## src/rtl/difftest_step_scheduler_if.sv

```systemverilog
// Request/response channel between the step scheduler and the shared DPI step engine.
interface difftest_step_scheduler_if #(
    parameter int NUM_CORES = 2,
    parameter int STEP_W    = 8
);
    localparam int CORE_W = (NUM_CORES > 1) ? $clog2(NUM_CORES) : 1;

    logic              req_valid;
    logic [CORE_W-1:0] req_core;
    logic [STEP_W-1:0] req_nstep;
    logic              req_ready;
    logic              rsp_valid;
    logic [7:0]        rsp_result;

    modport master (
        output req_valid, req_core, req_nstep,
        input  req_ready, rsp_valid, rsp_result
    );

    modport slave (
        input  req_valid, req_core, req_nstep,
        output req_ready, rsp_valid, rsp_result
    );
endinterface

```

## src/rtl/difftest_step_scheduler.sv

```systemverilog
// Round-robin sharing of one nstep engine among several cores' commit-step streams,
// with sticky done/fail/overflow flags and per-core stuck detection.
module difftest_step_scheduler #(
    parameter int NUM_CORES = 2,
    parameter int STEP_W    = 8,
    parameter int CNT_W     = 16,
    parameter int STUCK_W   = 32,
    localparam int CORE_W   = (NUM_CORES > 1) ? $clog2(NUM_CORES) : 1
) (
    input  logic                        clock,
    input  logic                        reset,
    input  logic [NUM_CORES*STEP_W-1:0] core_step,
    input  logic [STUCK_W-1:0]          stuck_limit,
    difftest_step_scheduler_if.master   eng,
    output logic                        sim_done,
    output logic                        sim_fail,
    output logic                        overflow,
    output logic                        stuck,
    output logic [CORE_W-1:0]           stuck_core,
    output logic                        busy
);
    typedef enum logic [1:0] {IDLE = 2'd0, ISSUE = 2'd1, WAIT = 2'd2, HALT = 2'd3} state_t;

    localparam logic [CNT_W-1:0]   CNT_MAX   = '1;
    localparam logic [STEP_W-1:0]  STEP_MAX  = '1;
    localparam logic [STUCK_W-1:0] TIMER_MAX = '1;

    state_t              state_r, state_s;
    logic [CNT_W-1:0]    pend_r [NUM_CORES];
    logic [CNT_W-1:0]    pend_s [NUM_CORES];
    logic [STUCK_W-1:0]  timer_r [NUM_CORES];
    logic [CNT_W+1:0]    sum_s;
    logic [NUM_CORES-1:0] sat_s;
    logic [CORE_W-1:0]   rr_ptr_r, cand_s, grant_core_s, trip_core_s, req_core_r, stuck_core_r;
    logic [STEP_W-1:0]   grant_nstep_s, req_nstep_r;
    logic                grant_found_s, trip_found_s, handshake_s;
    logic                rsp_ok_s, rsp_done_s, rsp_fail_s;
    logic                req_valid_r, busy_r, sim_done_r, sim_fail_r, overflow_r, stuck_r;

    assign handshake_s   = (state_r == ISSUE) && req_valid_r && eng.req_ready;
    assign eng.req_valid = req_valid_r;
    assign eng.req_core  = req_core_r;
    assign eng.req_nstep = req_nstep_r;
    assign sim_done      = sim_done_r;
    assign sim_fail      = sim_fail_r;
    assign overflow      = overflow_r;
    assign stuck         = stuck_r;
    assign stuck_core    = stuck_core_r;
    assign busy          = busy_r;

    // Next pending count per core: add this cycle's steps, remove an accepted issue, saturate.
    always_comb begin
        pend_s = pend_r;
        sat_s  = '0;
        sum_s  = '0;
        for (int i = 0; i < NUM_CORES; i++) begin
            sum_s = {2'b00, pend_r[i]} + {{(CNT_W-STEP_W+2){1'b0}}, core_step[i*STEP_W +: STEP_W]};
            if (handshake_s && (req_core_r == CORE_W'(i))) begin
                sum_s = sum_s - {{(CNT_W-STEP_W+2){1'b0}}, req_nstep_r};
            end else begin
                sum_s = sum_s;
            end
            if (sum_s > {2'b00, CNT_MAX}) begin
                pend_s[i] = CNT_MAX;
                sat_s[i]  = 1'b1;
            end else begin
                pend_s[i] = sum_s[CNT_W-1:0];
                sat_s[i]  = 1'b0;
            end
        end
    end

    // Round-robin pick: scan downward so the smallest offset from rr_ptr wins.
    always_comb begin
        grant_found_s = 1'b0;
        grant_core_s  = '0;
        cand_s        = '0;
        for (int off = NUM_CORES - 1; off >= 0; off--) begin
            cand_s = CORE_W'((int'(rr_ptr_r) + off) % NUM_CORES);
            if (pend_r[cand_s] != '0) begin
                grant_found_s = 1'b1;
                grant_core_s  = cand_s;
            end else begin
                grant_found_s = grant_found_s;
            end
        end
        if (pend_r[grant_core_s] > CNT_W'(STEP_MAX)) begin
            grant_nstep_s = STEP_MAX;
        end else begin
            grant_nstep_s = pend_r[grant_core_s][STEP_W-1:0];
        end
    end

    // Lowest-indexed core whose idle timer has reached the limit.
    always_comb begin
        trip_found_s = 1'b0;
        trip_core_s  = '0;
        for (int i = NUM_CORES - 1; i >= 0; i--) begin
            if ((stuck_limit != '0) && (timer_r[i] >= stuck_limit)) begin
                trip_found_s = 1'b1;
                trip_core_s  = CORE_W'(i);
            end else begin
                trip_found_s = trip_found_s;
            end
        end
    end

    // Engine response decode and FSM next state; a latched failure overrides everything.
    always_comb begin
        state_s    = state_r;
        rsp_ok_s   = 1'b0;
        rsp_done_s = 1'b0;
        rsp_fail_s = 1'b0;
        if ((state_r == WAIT) && eng.rsp_valid) begin
            case (eng.rsp_result)
                8'd0:    rsp_ok_s   = 1'b1;
                8'd1:    rsp_done_s = 1'b1;
                default: rsp_fail_s = 1'b1;
            endcase
        end else begin
            rsp_ok_s = 1'b0;
        end
        case (state_r)
            IDLE:    state_s = sim_fail_r ? HALT : (grant_found_s ? ISSUE : IDLE);
            ISSUE:   state_s = sim_fail_r ? HALT : (handshake_s ? WAIT : ISSUE);
            WAIT: begin
                if (sim_fail_r || rsp_done_s || rsp_fail_s) begin
                    state_s = HALT;
                end else if (rsp_ok_s) begin
                    state_s = IDLE;
                end else begin
                    state_s = WAIT;
                end
            end
            HALT:    state_s = HALT;
            default: state_s = HALT;
        endcase
    end

    // FSM, request registers and round-robin pointer.
    always_ff @(posedge clock or posedge reset) begin
        if (reset) begin
            state_r     <= IDLE;
            req_valid_r <= 1'b0;
            busy_r      <= 1'b0;
            req_core_r  <= '0;
            req_nstep_r <= '0;
            rr_ptr_r    <= '0;
        end else begin
            state_r     <= state_s;
            req_valid_r <= (state_s == ISSUE);
            busy_r      <= (state_s != IDLE);
            if ((state_r == IDLE) && (state_s == ISSUE)) begin
                req_core_r  <= grant_core_s;
                req_nstep_r <= grant_nstep_s;
            end
            if (handshake_s) begin
                rr_ptr_r <= (req_core_r == CORE_W'(NUM_CORES - 1)) ? '0 : req_core_r + CORE_W'(1);
            end
        end
    end

    // Pending accumulators and idle timers (timers saturate rather than wrap).
    always_ff @(posedge clock or posedge reset) begin
        if (reset) begin
            for (int i = 0; i < NUM_CORES; i++) begin
                pend_r[i]  <= '0;
                timer_r[i] <= '0;
            end
        end else begin
            for (int i = 0; i < NUM_CORES; i++) begin
                pend_r[i] <= pend_s[i];
                if (core_step[i*STEP_W +: STEP_W] != '0) begin
                    timer_r[i] <= '0;
                end else if (timer_r[i] != TIMER_MAX) begin
                    timer_r[i] <= timer_r[i] + STUCK_W'(1);
                end
            end
        end
    end

    // Sticky status flags; stuck_core keeps the first trip only.
    always_ff @(posedge clock or posedge reset) begin
        if (reset) begin
            sim_done_r   <= 1'b0;
            sim_fail_r   <= 1'b0;
            overflow_r   <= 1'b0;
            stuck_r      <= 1'b0;
            stuck_core_r <= '0;
        end else begin
            sim_done_r <= sim_done_r | rsp_done_s;
            sim_fail_r <= sim_fail_r | rsp_fail_s | (|sat_s);
            overflow_r <= overflow_r | (|sat_s);
            if (trip_found_s && !stuck_r) begin
                stuck_r      <= 1'b1;
                stuck_core_r <= trip_core_s;
            end
        end
    end
endmodule

```

## src/flat_wrapper.sv

```systemverilog
// flat-port wrapper written by rule: the top's interface ports become plain ports
module difftest_step_scheduler_flat 
#(
    parameter int NUM_CORES = 2,
    parameter int STEP_W    = 8,
    parameter int CNT_W     = 16,
    parameter int STUCK_W   = 32,
    localparam int CORE_W   = (NUM_CORES > 1) ? $clog2(NUM_CORES) : 1
)
  (clock, reset, core_step, stuck_limit, sim_done, sim_fail, overflow, stuck, stuck_core, busy, eng_req_valid, eng_req_core, eng_req_nstep, eng_req_ready, eng_rsp_valid, eng_rsp_result);
  difftest_step_scheduler_if #(.NUM_CORES(NUM_CORES), .STEP_W(STEP_W)) eng_i ();
  input  logic clock;
  input  logic reset;
  input  logic [NUM_CORES*STEP_W-1:0] core_step;
  input  logic [STUCK_W-1:0] stuck_limit;
  output logic sim_done;
  output logic sim_fail;
  output logic overflow;
  output logic stuck;
  output logic [CORE_W-1:0] stuck_core;
  output logic busy;
  output wire logic [$bits(eng_i.req_valid)-1:0] eng_req_valid;
  output wire logic [$bits(eng_i.req_core)-1:0] eng_req_core;
  output wire logic [$bits(eng_i.req_nstep)-1:0] eng_req_nstep;
  input wire logic [$bits(eng_i.req_ready)-1:0] eng_req_ready;
  input wire logic [$bits(eng_i.rsp_valid)-1:0] eng_rsp_valid;
  input wire logic [$bits(eng_i.rsp_result)-1:0] eng_rsp_result;
  assign eng_req_valid = eng_i.req_valid;
  assign eng_req_core = eng_i.req_core;
  assign eng_req_nstep = eng_i.req_nstep;
  assign eng_i.req_ready = eng_req_ready;
  assign eng_i.rsp_valid = eng_rsp_valid;
  assign eng_i.rsp_result = eng_rsp_result;
  difftest_step_scheduler #(.NUM_CORES(NUM_CORES), .STEP_W(STEP_W), .CNT_W(CNT_W), .STUCK_W(STUCK_W)) u_core (.clock(clock), .reset(reset), .core_step(core_step), .stuck_limit(stuck_limit), .eng(eng_i), .sim_done(sim_done), .sim_fail(sim_fail), .overflow(overflow), .stuck(stuck), .stuck_core(stuck_core), .busy(busy));
endmodule
```

## config.mk

```make
export PLATFORM = sky130hd
export DESIGN_NAME = difftest_step_scheduler_flat
export DESIGN_NICKNAME = d
export VERILOG_FILES = /design/src/rtl/difftest_step_scheduler_if.sv /design/src/rtl/difftest_step_scheduler.sv /design/src/flat_wrapper.sv
export SDC_FILE = /design/constraint.sdc
export NUM_CORES = 1
export LEC_CHECK = 0
export ABC_AREA = 1
export BUFFER_PORTS_ARGS = -buffer_cell sky130_fd_sc_hd__buf_2
export CAP_MARGIN = 20
export CELL_PAD_IN_SITES_DETAIL_PLACEMENT = 2
export CELL_PAD_IN_SITES_GLOBAL_PLACEMENT = 2
export CORE_MARGIN = 1.5
export CORE_UTILIZATION = 38
export DETAILED_ROUTE_END_ITERATION = 8
export PLACE_DENSITY_LB_ADDON = 0.25
export SKIP_LAST_GASP = 1
export SYNTH_ARGS = -nofsm -noshare
export SYNTH_HDL_FRONTEND = slang
export SYNTH_SLANG_ARGS = --single-unit
```

## constraint.sdc

```tcl
create_clock -name clock -period 6.7 [get_ports clock]
set_input_delay 0.67 -clock clock [delete_from_list [all_inputs] [get_ports clock]]
set_output_delay 0.67 -clock clock [all_outputs]
set_load 0.02 [all_outputs]
```

## Yosys cells after proc, flatten, opt, wreduce, memory -nomap -nowiden

Index checks and enable logic that the tools add are counted.

| word-level totals | value |
|---|---|
| register bits | 115 |
| bits of input ports | 60 |
| output and inout port bits | 16 |
| logic and storage cells | 111 |

| operators by class | value |
|---|---|
| $add $sub $neg | 8 |
| magnitude comparators | 8 |
| eq/ne operators | 7 |
| multiplexer cells | 41 |
| bitwise gates (word level) | 8 |
| reductions and logical operators | 24 |

Operators with widths:

| cell | count |
|---|---|
| 16-bit 2-to-1 mux | 11 |
| 32-bit 2-to-1 mux | 4 |
| 32-bit by 1-bit adder with 32-bit output, second input constant | 2 |
| 32-bit greater-or-equal comparator | 2 |
| 32-bit inequality test, second input constant | 2 |
| 18-bit by 16-bit greater-than comparator with 1-bit output, second input constant | 2 |
| 18-bit 2-to-1 mux | 2 |
| 18-bit by 8-bit subtractor with 18-bit output | 2 |
| 16-bit by 8-bit adder with 17-bit output | 2 |
| 16-bit nonzero test | 2 |
| 32-bit nonzero test | 1 |
| 1-bit 2-to-1 mux | 17 |
| 16-bit by 8-bit greater-than comparator with 1-bit output, second input constant | 1 |
| 8-bit nonzero test | 2 |
| 2-bit 2-to-1 mux | 5 |
| 1-bit logical AND | 9 |
| 8-bit by 1-bit == test with 1-bit output, second input constant | 1 |
| 8-bit zero test | 1 |
| 8-bit 2-to-1 mux | 1 |
| 2-bit one-hot mux with 4 select lines | 1 |
| 2-bit greater-or-equal comparator, second input constant | 3 |
| 1-bit NOT with 2-bit output | 3 |
| 2-bit nonzero test | 3 |
| 2-bit by 1-bit == test with 1-bit output, second input constant | 2 |
| other kinds (8) | 15 |

## Logic depth before layout (Yosys ltp)

| depth | value |
|---|---|
| depth after elaboration | 14 |
| depth in mapped cells | 21 |
| mapped depth without buffers | 21 |

## Least setup slack after synthesis

No wires, ideal clock.

| path | value |
|---|---|
| path type | input to register |
| from | in core_step[0] |
| to | reg u_core.pend_r[29] (netlist bit) |
| library setup time | 133 ps |
| arrival | 3,156 ps |
| data required time | 6,567 ps |
| path slack | 3,411 ps |
| stages | 21 |
| buffers on the path | 0 |
| path through | ha_1 -> inv_1 -> fa_1 -> nand3b_1 -> nand2_1 -> nand2_1 -> nand2_2 -> xor2_1 -> ha_1 -> nand2_1 -> nor3_1 -> nand2_1 -> o211ai_1 -> nand2_1 -> inv_1 -> nor3_2 -> nand2_1 -> nor2_1 -> nand2_1 -> nand2_1 -> nand3_1 |

RTL lines:

| item | line | source |
|---|---|---|
| start, declared | flat_wrapper.sv:14 | `input logic [NUM_CORES*STEP_W-1:0] core_step;` |
| end signal, assigned by index | difftest_step_scheduler.sv:172 | `pend_r[i] <= pend_s[i];` |
| end, declared | difftest_step_scheduler.sv:29 | `logic [CNT_W-1:0] pend_r [NUM_CORES];` |

==> impl_results.md <==
- Status: complete, no violations
- Req. time, crit path: a little under 7 ns
- Leakage power: 5.57 nW
- Final HPWL DP: 30000 um
- Max Fclk: 271 MHz
- TNS Setup: 0 ns
- Initial Utilization: 38.7%
- Htree depth: 4
- Most frequent cells in the layout: nand2_1 (292), inv_1 (205), nor2_1 (171), dfrtp_1 (115), nand3_1 (110)
- Total Routing Usage GR: 30.3%
- Yosys cell types: 49
- CP Launch Type: register
- Fraction of layout instances using a drive strength above 1: 9.98%
- Critical path's largest stage delay: ~0.4 ns
- Final period utilization: between 50% and 60%
- First-pass detailed-route iteration total: 5
- Fin. Hold Viols: 0
- Most used DFF post-synth: dfrtp_1
- CP Max Fanout: 18
- RD Place Congestion: between 0.8 and 0.9
- Synthesis-stage register bit count: between 100 and 150
- TritonCTS buffer count: 17
- CTS Hold Bufs: 0
- Clock skew after layout: 0.0159 ns
- CTS sink cnt: between 100 and 150
- Largest net degree at the start of global routing: 62
- Unrepaired setup endpoints after global routing: no
- Iter 0 DRT Violations: 410
- Critical path class: reg -> reg
- TritonCTS clock tree: built
- Crit path time final: about 3.7 ns
- Sequential area share after synthesis: 29.5%
- Worst path most repeated cell: nand2_1
- Utilization after layout: 43.8%
- Clock Pin Slew Worst Setup and Hold Paths: 0.06 ns
- Number of global-route vias before repair: approximately 12000
- Ant. Diodes: 0
- Commonest non-fill, non-tap cell in the layout: nand2_1
- Routed vias: about 10000
- Clock Latency Late Sink: 0.44 ns
- Signal arrival time at the worst endpoint: 3.95 ns
- Row count: 58
- Mapped Avg Cell Area: 6.93 sq um
- First-pass GRT wire length: approximately 62000 um
- Post-CTS setup buffers: 0
- Post-Route WL: 39100 um
- Die height: 163 um
- Rel. slew slack: 43.2%
- NumNets Final: 1653
- I/O Buffers: 75
- Post-Syn Nets: 1568
- Worst slew pin tran: 0.852 ns
- Post-route ant nets: 0
- Hold Path Class: in -> async
- Cell Pwr Density: 314 nW/um^2
- Synth warn: 0
- PostCTS Resize Cnt: 0
- Synthesized area: between 9000 and 10000 sq um
- # IOs: 76
- Worst-path cell chain: ha_1 -> inv_1 -> fa_1 -> nand3b_1 -> nand2_1 -> nand2_1 -> nand2_2 -> xor2_1 -> ha_1 -> nand2_1 -> nor3_1 -> nand2_1 -> o211ai_1 -> nand2_1 -> inv_1 -> nor2_1 -> nand3_1 -> nand2_1 -> nor2_4 -> o21ai_0
- Worst VDD drop: 165 uV
- Clock Tree Root: clkbuf_16
- Core Box Area: 25200 sq um
- Worst path slowest cell: dfrtp_1
- CTS Buffer Depth: 2
- Drt wl/cell: 21.3 um
- Die W: ~160 um
- CP Capture Type: register
- Gate Count Post-Synth: ~1400
- Dpl cell area: 10500 sq um
- Design Area, Final: 11000 sq um
- Vias per cell: 5.61
- Post-synth ARST share: 100%
- Drc violations: 0
- Full die area: between 20000 and 30000 sq um
- Dpl cells: 1802
- Final slew viol count: 0
- Final setup violation count: 0
- Layout area overhead: 13.3%
- Initial antenna violation count: 0
- Post-synth EDFFs: 0
- Global route overflow: 0
- Max-cap viol count: 0
- Non-filler instance count after layout: 1833
==> flip-flops by register name, indices dropped and copies added, names as in the netlist, 2 cells and up <==
signal                count
u_core.eng.req_nstep      8
u_core.pend_r            32
u_core.state_r            2
u_core.timer_r           64
==> layout make-up <==
cell class                      count  area [sq um]
Clock inverter                     11           114
Timing Repair Buffer               77           390
Tap cell                          330           413
Fill cell                        3076         14100
Multi-Input combinational cell   1072          6020
Inverter                          208           783
Clock buffer                       20           437
Sequential cell                   115          2880
==> per-stage QoR <==
step	hold WS (ns)	total power, mW	worst slack [ns]
2_1_floorplan	0.479	2.01	2.99
3_3_place_gp	0.462	2.40	2.99
3_5_place_dp	0.475	2.50	2.79
4_1_cts	0.414	3.46	3.02
5_1_grt	0.424	3.70	2.69
6_report	0.363	3.47	3.01
==> metal layers <==
| metal | global-route usage (%) | part of all wire (%) |
|---|---|---|
| met1 | 36.3 | 43 |
| met2 | 54.8 | 51 |
| met3 | 3.86 | 2.9 |
| met4 | 11.6 | 3.0 |
| met5 | 0 | 0 |
==> logic make-up after synthesis <==
group           Yosys count  synth area share [%]
fa+ha+maj               102                  13.4
compound gates          209                  12.2
xor+xnor                 28                  2.52
flops                   115                  29.5
buf+inv                 219                  8.65
simple gates            733                  33.7
==> critical path: cells and delay by family (launching register included) <==
kind	cells	cell delay, ns
xor+xnor	1	0.08
buf+inv	2	0.23
simple gates	12	1.50
compound gates	2	0.32
fa+ha+maj	3	0.95
flops	1	0.41
==> cell usage after synthesis (all sizes together), types with 7 or more instances <==
cell type  count  share of area (%)
a21oi         87                4.5
a31oi          9               0.58
clkbuf         7               0.27
dfrtp        115                 30
ha            98                 13
inv          207                8.0
nand2        307                 12
nand3        116                6.3
nand4         47                3.0
nor2         179                7.2
nor3          48                2.6
nor4          20                1.3
o211ai         7               0.54
o21ai         77                4.1
xnor2          8               0.72
xor2          20                1.8
==> power breakdown <==
group | switching [mW] | internal, mW | total [mW]
Combinational | 1.08 | 0.525 | 1.61
Clock | 0.360 | 0.540 | 0.900
Sequential | 0.161 | 0.799 | 0.960
==> final timing paths <==
path                                              from  depth (start not counted)                       endpoint  slack [ns]
max                        u_core.pend_r[16]$_DFF_PP0_                         20    u_core.pend_r[19]$_DFF_PP0_        3.01
min                                              reset                          2  u_core.timer_r[3]$_DFFE_PP0P_        0.36
max reg2reg                u_core.pend_r[16]$_DFF_PP0_                         20    u_core.pend_r[19]$_DFF_PP0_        3.01
min reg2reg                  u_core.sim_done$_DFF_PP0_                          2      u_core.sim_done$_DFF_PP0_        0.48
max in group asynchronous                        reset                          3    u_core.pend_r[19]$_DFF_PP0_        4.95
min in group clock           u_core.sim_done$_DFF_PP0_                          2      u_core.sim_done$_DFF_PP0_        0.48
Note: power is estimated with default switching activity, not from simulation.
